## src/rtl/regfile_writeback_queue.sv

```systemverilog
`default_nettype none
// ============================================================================
// Module   : regfile_writeback_queue
// Purpose  : In-order write-back FIFO in front of the 8x16 register file,
//            with youngest-entry forwarding on two lookup ports.
// Revision : 1.0 - initial release
// ============================================================================
module regfile_writeback_queue #(
    parameter int DEPTH = 4,
    parameter int AW    = 4,
    parameter int DW    = 16
) (
    input  logic                       clock,
    input  logic                       reset,
    input  logic                       res_valid,
    output logic                       res_ready,
    input  logic [AW-1:0]              res_addr,
    input  logic [DW-1:0]              res_data,
    input  logic                       hold,
    output logic                       rf_write,
    output logic [AW-1:0]              rf_write_addr,
    output logic [DW-1:0]              rf_write_data,
    input  logic [AW-1:0]              q1_addr,
    output logic                       q1_hit,
    output logic [DW-1:0]              q1_data,
    input  logic [AW-1:0]              q2_addr,
    output logic                       q2_hit,
    output logic [DW-1:0]              q2_data,
    output logic [$clog2(DEPTH):0]     pending,
    output logic                       idle,
    output logic                       err_addr
);

    localparam int PW       = $clog2(DEPTH);
    localparam int NUM_REGS = 8;

    logic [AW-1:0] addr_mem [DEPTH];
    logic [DW-1:0] data_mem [DEPTH];
    logic [PW-1:0] rd_ptr;
    logic [PW-1:0] wr_ptr;
    logic [PW:0]   count;
    logic          empty;
    logic          full;
    logic          push;
    logic          pop;
    logic          head_bad;
    logic [PW-1:0] idx;

    // Addresses beyond the register file occupy a slot but are never written or forwarded.
    function automatic logic is_bad(input logic [AW-1:0] a);
        return int'(a) >= NUM_REGS;
    endfunction

    assign empty     = (count == '0);
    assign full      = (count == (PW+1)'(DEPTH));
    assign res_ready = !full;
    assign push      = res_valid && !full;
    assign pop       = !empty && !hold;
    assign head_bad  = is_bad(addr_mem[rd_ptr]);

    assign rf_write      = pop && !head_bad;
    assign rf_write_addr = rf_write ? addr_mem[rd_ptr] : '0;
    assign rf_write_data = rf_write ? data_mem[rd_ptr] : '0;
    assign pending       = count;
    assign idle          = empty;

    always_ff @(posedge clock) begin
        if (reset) begin
            rd_ptr   <= '0;
            wr_ptr   <= '0;
            count    <= '0;
            err_addr <= 1'b0;
        end else begin
            if (push) begin
                wr_ptr <= wr_ptr + 1'b1;
                if (is_bad(res_addr)) begin
                    err_addr <= 1'b1;
                end
            end
            if (pop) begin
                rd_ptr <= rd_ptr + 1'b1;
            end
            case ({push, pop})
                2'b10:   count <= count + 1'b1;
                2'b01:   count <= count - 1'b1;
                default: count <= count;
            endcase
        end
    end

    // Storage needs no reset: entries are only visible through count.
    always_ff @(posedge clock) begin
        if (push) begin
            addr_mem[wr_ptr] <= res_addr;
            data_mem[wr_ptr] <= res_data;
        end
    end

    // Walk oldest to youngest so the last match (youngest) overrides earlier ones.
    always_comb begin
        q1_hit  = 1'b0;
        q1_data = '0;
        q2_hit  = 1'b0;
        q2_data = '0;
        idx     = '0;
        for (int i = 0; i < DEPTH; i++) begin
            idx = rd_ptr + PW'(i);
            if (((PW+1)'(i) < count) && !is_bad(addr_mem[idx])) begin
                if (addr_mem[idx] == q1_addr) begin
                    q1_hit  = 1'b1;
                    q1_data = data_mem[idx];
                end
                if (addr_mem[idx] == q2_addr) begin
                    q2_hit  = 1'b1;
                    q2_data = data_mem[idx];
                end
            end
        end
    end

endmodule
`default_nettype wire

```

## config.mk

```make
export PLATFORM = sky130hd
export DESIGN_NAME = regfile_writeback_queue
export DESIGN_NICKNAME = d
export VERILOG_FILES = /design/src/rtl/regfile_writeback_queue.sv
export SDC_FILE = /design/constraint.sdc
export NUM_CORES = 1
export LEC_CHECK = 0
export CAP_MARGIN = 20
export CELL_PAD_IN_SITES_DETAIL_PLACEMENT = 1
export CELL_PAD_IN_SITES_GLOBAL_PLACEMENT = 2
export CORE_UTILIZATION = 37
export CTS_CLUSTER_SIZE = 12
export DETAILED_ROUTE_END_ITERATION = 16
export HOLD_SLACK_MARGIN = 0.03
export PLACE_DENSITY = 0.8
export SYNTH_ARGS = -nofsm -noshare
export SYNTH_HDL_FRONTEND = slang
export SYNTH_SLANG_ARGS = --single-unit
```

## constraint.sdc

```tcl
create_clock -name clock -period 4.25 [get_ports clock]
set_input_delay 1.275 -clock clock [delete_from_list [all_inputs] [get_ports clock]]
set_output_delay 1.275 -clock clock [all_outputs]
set_load 0.1 [all_outputs]
```

* Word-level counts from Yosys, hierarchy flattened
Memory sizes are Yosys's and may differ from the RTL's. A register that Yosys moved wholly into a read port is not among the register bits.
Cells that the tools add are included.
** Storage, ports and cells
- Register bits after elaboration :: 8
- Memory bits (writable) :: 80
- Input port bits :: 32
- Output and inout port bits :: 61
- Memories :: 2
- Word-level logic and storage cells :: 90
** Memories
- data_mem :: words 4, width 16, read ports 4, clocked after memory_dff 1, write ports 1, line 38 : logic [DW-1:0] data_mem [DEPTH];
- addr_mem :: words 4, width 4, read ports 4, clocked after memory_dff 1, write ports 1, line 37 : logic [AW-1:0] addr_mem [DEPTH];
** Operators by class
- Equal/unequal tests :: 11
- $lt $le $gt $ge :: 9
- $add $sub $neg :: 6
- Multiplexer cells :: 41
- Reductions and logical operators :: 17
** Operators with widths (number)
- 16-bit two-way mux :: 17
- 4-bit == test :: 8
- 4-bit >= comparator, second input constant :: 5
- 1-bit two-way mux :: 18
- 2-bit two-way mux :: 4
- 1-bit logical AND :: 7
- 1-bit zero test :: 7
- 1-bit by 3-bit < comparator with 1-bit output, first input constant :: 2
- 2-bit by 3-bit < comparator with 1-bit output, first input constant :: 2
- 3-bit one-hot mux with 2 select lines :: 1
- 2-bit by 1-bit adder with 2-bit output, second input constant :: 2
- 2-bit adder, second input constant :: 2
- 4-bit two-way mux :: 1
- 3-bit by 1-bit adder with 3-bit output, second input constant :: 1
- 3-bit == test, second input constant :: 1
- 3-bit zero test :: 1
- 3-bit by 1-bit subtractor with 3-bit output, second input constant :: 1
- 2-bit by 1-bit == test with 1-bit output, second input constant :: 1
- 2-bit == test, second input constant :: 1
- 2-bit AND reduction :: 1
- 2-bit nonzero test :: 1

* Depth between registers and ports, before layout
- Word-level depth :: 10
- Depth in mapped cells :: 11
- Depth with buffers taken out :: 9

* Worst setup path after synthesis
Ideal clock, no wire load.
- Kind :: register -> output
- Start :: reg count[1], in the netlist pending[1]
- End :: out q2_data[14]
- Buffers on the path :: 1
- Cell stages (with the launch flop) :: 9
- Arrival :: 5.006 ns
- Slack :: -2.031 ns
- Cells stage by stage :: dfxtp_1 -> inv_1 -> ha_1 -> o21bai_1 -> a211o_1 -> nor4_4 -> buf_6 -> a221oi_1 -> a211oi_1
** On the way
- Word-level cells in the longest chain between the ends :: 9
- Elaborated cells between the ends (all ways) :: 15
- Those cells by class :: order compare: 4; mux: 7; reduce/logical: 4
** Ends and longest elaborated chain
- start, declared :: line 41 : logic [PW:0] count;
- start signal, assigned :: line 84 : 2'b10: count <= count + 1'b1;
- start signal, assigned :: line 85 : 2'b01: count <= count - 1'b1;
- start signal, assigned :: line 86 : default: count <= count;
- 1-bit by 3-bit < comparator with 1-bit output :: line 108 : if (((PW+1)'(i) < count) && !is_bad(addr_mem[idx])) begin
- 1-bit logical AND :: line 108
- 16-bit two-way mux :: line 108
- 16-bit two-way mux :: line 113 : if (addr_mem[idx] == q2_addr) begin
- 16-bit two-way mux :: line 108
- 16-bit two-way mux :: line 113
- 16-bit two-way mux :: line 108
- 16-bit two-way mux :: line 113
- 16-bit two-way mux (*) :: line 108
- end, declared :: line 28 : output logic [DW-1:0] q2_data,
Every way passes the cells marked *; elsewhere a longest branch is shown, timed or not.

* Worst setup path in the final report
- Start :: reg rd_ptr[0]
- End :: out q1_data[15]
** On the way
- Word-level cells in the longest chain between the ends :: 10
- Elaborated cells between the ends (all ways) :: 23
- Those cells by class :: add/sub: 3; order compare: 3; eq/ne: 3; mux: 6; reduce/logical: 6; memory: 2
** Ends and longest elaborated chain
- start, declared :: line 39 : logic [PW-1:0] rd_ptr;
- start signal, assigned :: line 81 : rd_ptr <= rd_ptr + 1'b1;
- 2-bit by 1-bit adder with 2-bit output :: line 107 : idx = rd_ptr + PW'(i);
- memory read 4 x 4 bit
- 4-bit >= comparator :: line 51 : return int'(a) >= NUM_REGS;
- 1-bit zero test :: line 108
- 1-bit logical AND :: line 108
- 16-bit two-way mux :: line 108
- 16-bit two-way mux :: line 109 : if (addr_mem[idx] == q1_addr) begin
- 16-bit two-way mux :: line 108
- 16-bit two-way mux :: line 109
- 16-bit two-way mux (*) :: line 108
- end, declared :: line 25 : output logic [DW-1:0] q1_data,
Marks and branches as above.

==> results.md <==
* # setup viols final at 33
* Arrival time at the worst endpoint at between 3 and 4 ns
* Total grt overflow at 0
* Bufs and invs on worst path at 6
* Min Tclk post-route at 4.498 ns
* Syn Nets at slightly below 600
* Die width at around 130 um
* Final instance area at approximately 11000 um^2
* Vias in the first global route at between 5k and 6k
* Mapped Area at 6414 um^2
* RR Startpoint: pending[0]
* Fin util at 0.6349
* Hold Violations, Final at 0
* Sw Pwr at between 2 and 2.5 mW
* Routed len/inst at 28.84 um
* Hold WS at between 0.4 and 0.5 ns
* Commonest non-fill, non-tap cell in the layout: edfxtp_1
* WP data required at 2.97 ns
* R2R depth at 8
* Global-route wire length before repair at about 37000 um
* Routed Antenna Nets at 0
* Initial core utilization at 0.3827
* CP Max Fanout at 8
* VDD IR-drop max at a little under 0.0007 V
* Root Driver: clkbuf_16
* Clk sinks at 90
* Die H at about 130 um
* Max_slew headroom at 0.3264
* Worst hold stages at 2
* Antenna cells at 0
* Most frequent cells in the layout: 80 x edfxtp_1, 69 x buf_12, 67 x buf_4
* Max Buffers Root-to-Sink at 2
* Yosys cell types at 46
* Final worst slack at -0.2482 ns
* Final period util at 1.058
* CORE AREA at between 15000 and 20000 um^2
* IO Count at 93
* Routed WL at 26820 um
* Number of detailed-route iterations in the first pass at 4
* Setup TNS at -5.213 ns
* Placed cell areas at between 8000 and 9000 um^2
* Critical path, cell by cell: buf_4 -> buf_4 -> mux4_2 -> a21oi_1 -> o211ai_1 -> buf_4 -> buf_16 -> buf_6 -> or3b_4 -> a31oi_4 -> buf_12
* DP HPWL at 15480 um
* Cts hold-fix bufs at 0
* CP Class: reg -> out
* HP Start: err_addr
* Mean post-synth cell area at roughly 12 um^2
* Sequential Power Share at 0.223
* Num CTS Buffers at 9
* PD cells at about 490 nW/um^2
* Initial antenna violation count at 0
* H-tree levels at 3
* R2r endpoint: pending[2]
* Endpoint class of the critical path: output port
* GRT Util Overall at 0.2779
* P_int at approximately 2.8 mW
* WHS Endpoint: err_addr
* Worst Tran Pin Value at 1.007 ns
* Final Skew at around 0.011 ns
* Worst-Skew Late Latency at 0.34 ns
* Run status: complete, but fails checks
* Violated checks: negative setup slack
* Final Instance Count excl. Fillers at 930
* Dpl ws at -0.5240 ns
* CP peak stage delay at between 0.5 and 0.6 ns
* Crit-path leading delay family: buffers and inverters
* Die area at 17870 um^2
* Vias per inst at 6.118
* Lkg Pwr at 3.593 nW
* CP startpoint kind: flop
* HP Class: reg -> reg
* Sw Share at 0.4681
* R2r setup slk at about 2 ns
* Clock-pin slew on the worst setup and hold paths at 0.06 ns
* Leading area contributor after synthesis: edfxtp_1
* Largest cells by area after synthesis: edfxtp_1 37%, mux4_2 15%, mux2_2 5.1%
* Floorplan row count at 47
* RSZ-0062 raised after global routing: yes
* CTS tree: yes
* Residual DRC at 0
* Via count at ~5.7k
* Post-Synthesis Cells at ~540
* Combinational power share at 0.641
* Routability cong. at approximately 0.89
* Fmax achieved at about 0.22 GHz
* Port Buffer Count at 91
* Largest net degree at the start of global routing at between 40 and 50
* Register area share after synthesis at 0.4058
* Final net count at about 750
* DRT iter0 DRCs at 392
* Share of post-route cells with drive strength above 1 at 0.5676
* Max-cap violation count at 0
* Tot Pwr at around 5.3 mW
* Critical path's most frequent cell: buf_4
* Clock Power Share at 0.137
* Final Max Slew Viols at 0
* CP max-delay cell: mux4_2
* Area Overhead vs Synth at 65.90%
* Crit path depth at 11
* Dpl cells at roughly 840
* Share of the synthesized area in the top cell type at 0.3746
* Synth warn at 0
* Yosys reg bits at 90
worst register-to-register path, delay by kind of cell, from the launching register on:
family,cells,cell delay [ns]
and+or+nand+nor,3,0.84
adders and majority gates,2,0.61
DFF,1,0.43
buffers and inverters,2,0.19
AOI/OAI and AO/OA,1,0.15
repair_timing:
item / CTS / global route
cloned: 7 / 4
buffers inserted: 26 / 36
hold endpoints to repair: 0 / 0
pin swaps: 30 / 45
endpoints found under the setup margin: 34 / 34
gates resized for setup: 117 / 83
per-layer routing:
metal  vias up  wire length, um  GRT usage
met4         0             1020     0.1061
met5         -                0          0
met3        63             1557    0.04985
met2       258            14210     0.4867
li1       2420                -          -
met1      2949            10040     0.3398
logic make-up (layout without fill, tap and decap cells):
kind of cell,count (synthesis),after routing,synth area share
and+or+nand+nor,162,164,0.1321
muxes,106,106,0.2677
DFF,90,90,0.4058
AOI/OAI and AO/OA,88,88,0.09189
buffers and inverters,56,221,0.04214
xor gates and xnor gates,31,31,0.04233
adders and majority gates,9,9,0.01756
other,1,1,0.0005847
worst max path at each step:
stage                     from           to
finish               rd_ptr[0]  q1_data[15]
global route         rd_ptr[0]  q1_data[15]
CTS                 q1_addr[0]   q1_data[6]
detailed placement  q2_addr[0]   q2_data[5]
global placement    q1_addr[0]   q1_data[0]
floorplan           q2_addr[3]   q2_data[6]
registers in the layout, indices dropped and copies added, names as in the netlist, named ones only:
signal    count
data_mem     64
pending       3
err_addr      1
rd_ptr        2
addr_mem     16
wr_ptr        2
cells in the mapped netlist, drive strengths merged:
cell	number
o211ai	1
and3	4
nand4	2
xor2	9
a31oi	13
a21oi	21
clkbuf	26
and4	1
or2	1
nand3	17
mux2i	29
edfxtp	80
o211a	3
ha	9
conb	1
a211o	1
nor4	4
o21ai	15
mux4	48
or3b	15
a211oi	17
xnor2	22
and2	21
nand2b	4
nand2	24
nor3	9
o21bai	1
nor2b	1
mux2	29
buf	23
nor2	57
dfxtp	10
a221oi	16
or3	2
inv	7
power groups by stage:
stage / registers [mW] / clock network (mW) / logic, mW
after floorplan: 1.22 / 0 / 1.92
after global placement: 1.20 / 0 / 2.70
after detailed placement: 1.21 / 0 / 2.74
after CTS: 1.19 / 0.719 / 2.99
after global routing: 1.18 / 0.759 / 3.48
final: 1.17 / 0.718 / 3.37
cell type report:
| type | instances | area, um^2 |
|---|---|---|
| clock buffer | 13 | 240.2 |
| clock inverter | 3 | 16.27 |
| fill | 1537 | 6120 |
| inverter | 7 | 26.28 |
| multi-input combinational | 399 | 4797 |
| sequential | 90 | 2620 |
| tap | 220 | 275.3 |
| timing repair buffer | 198 | 2665 |
(Power assumes the default switching activity.)
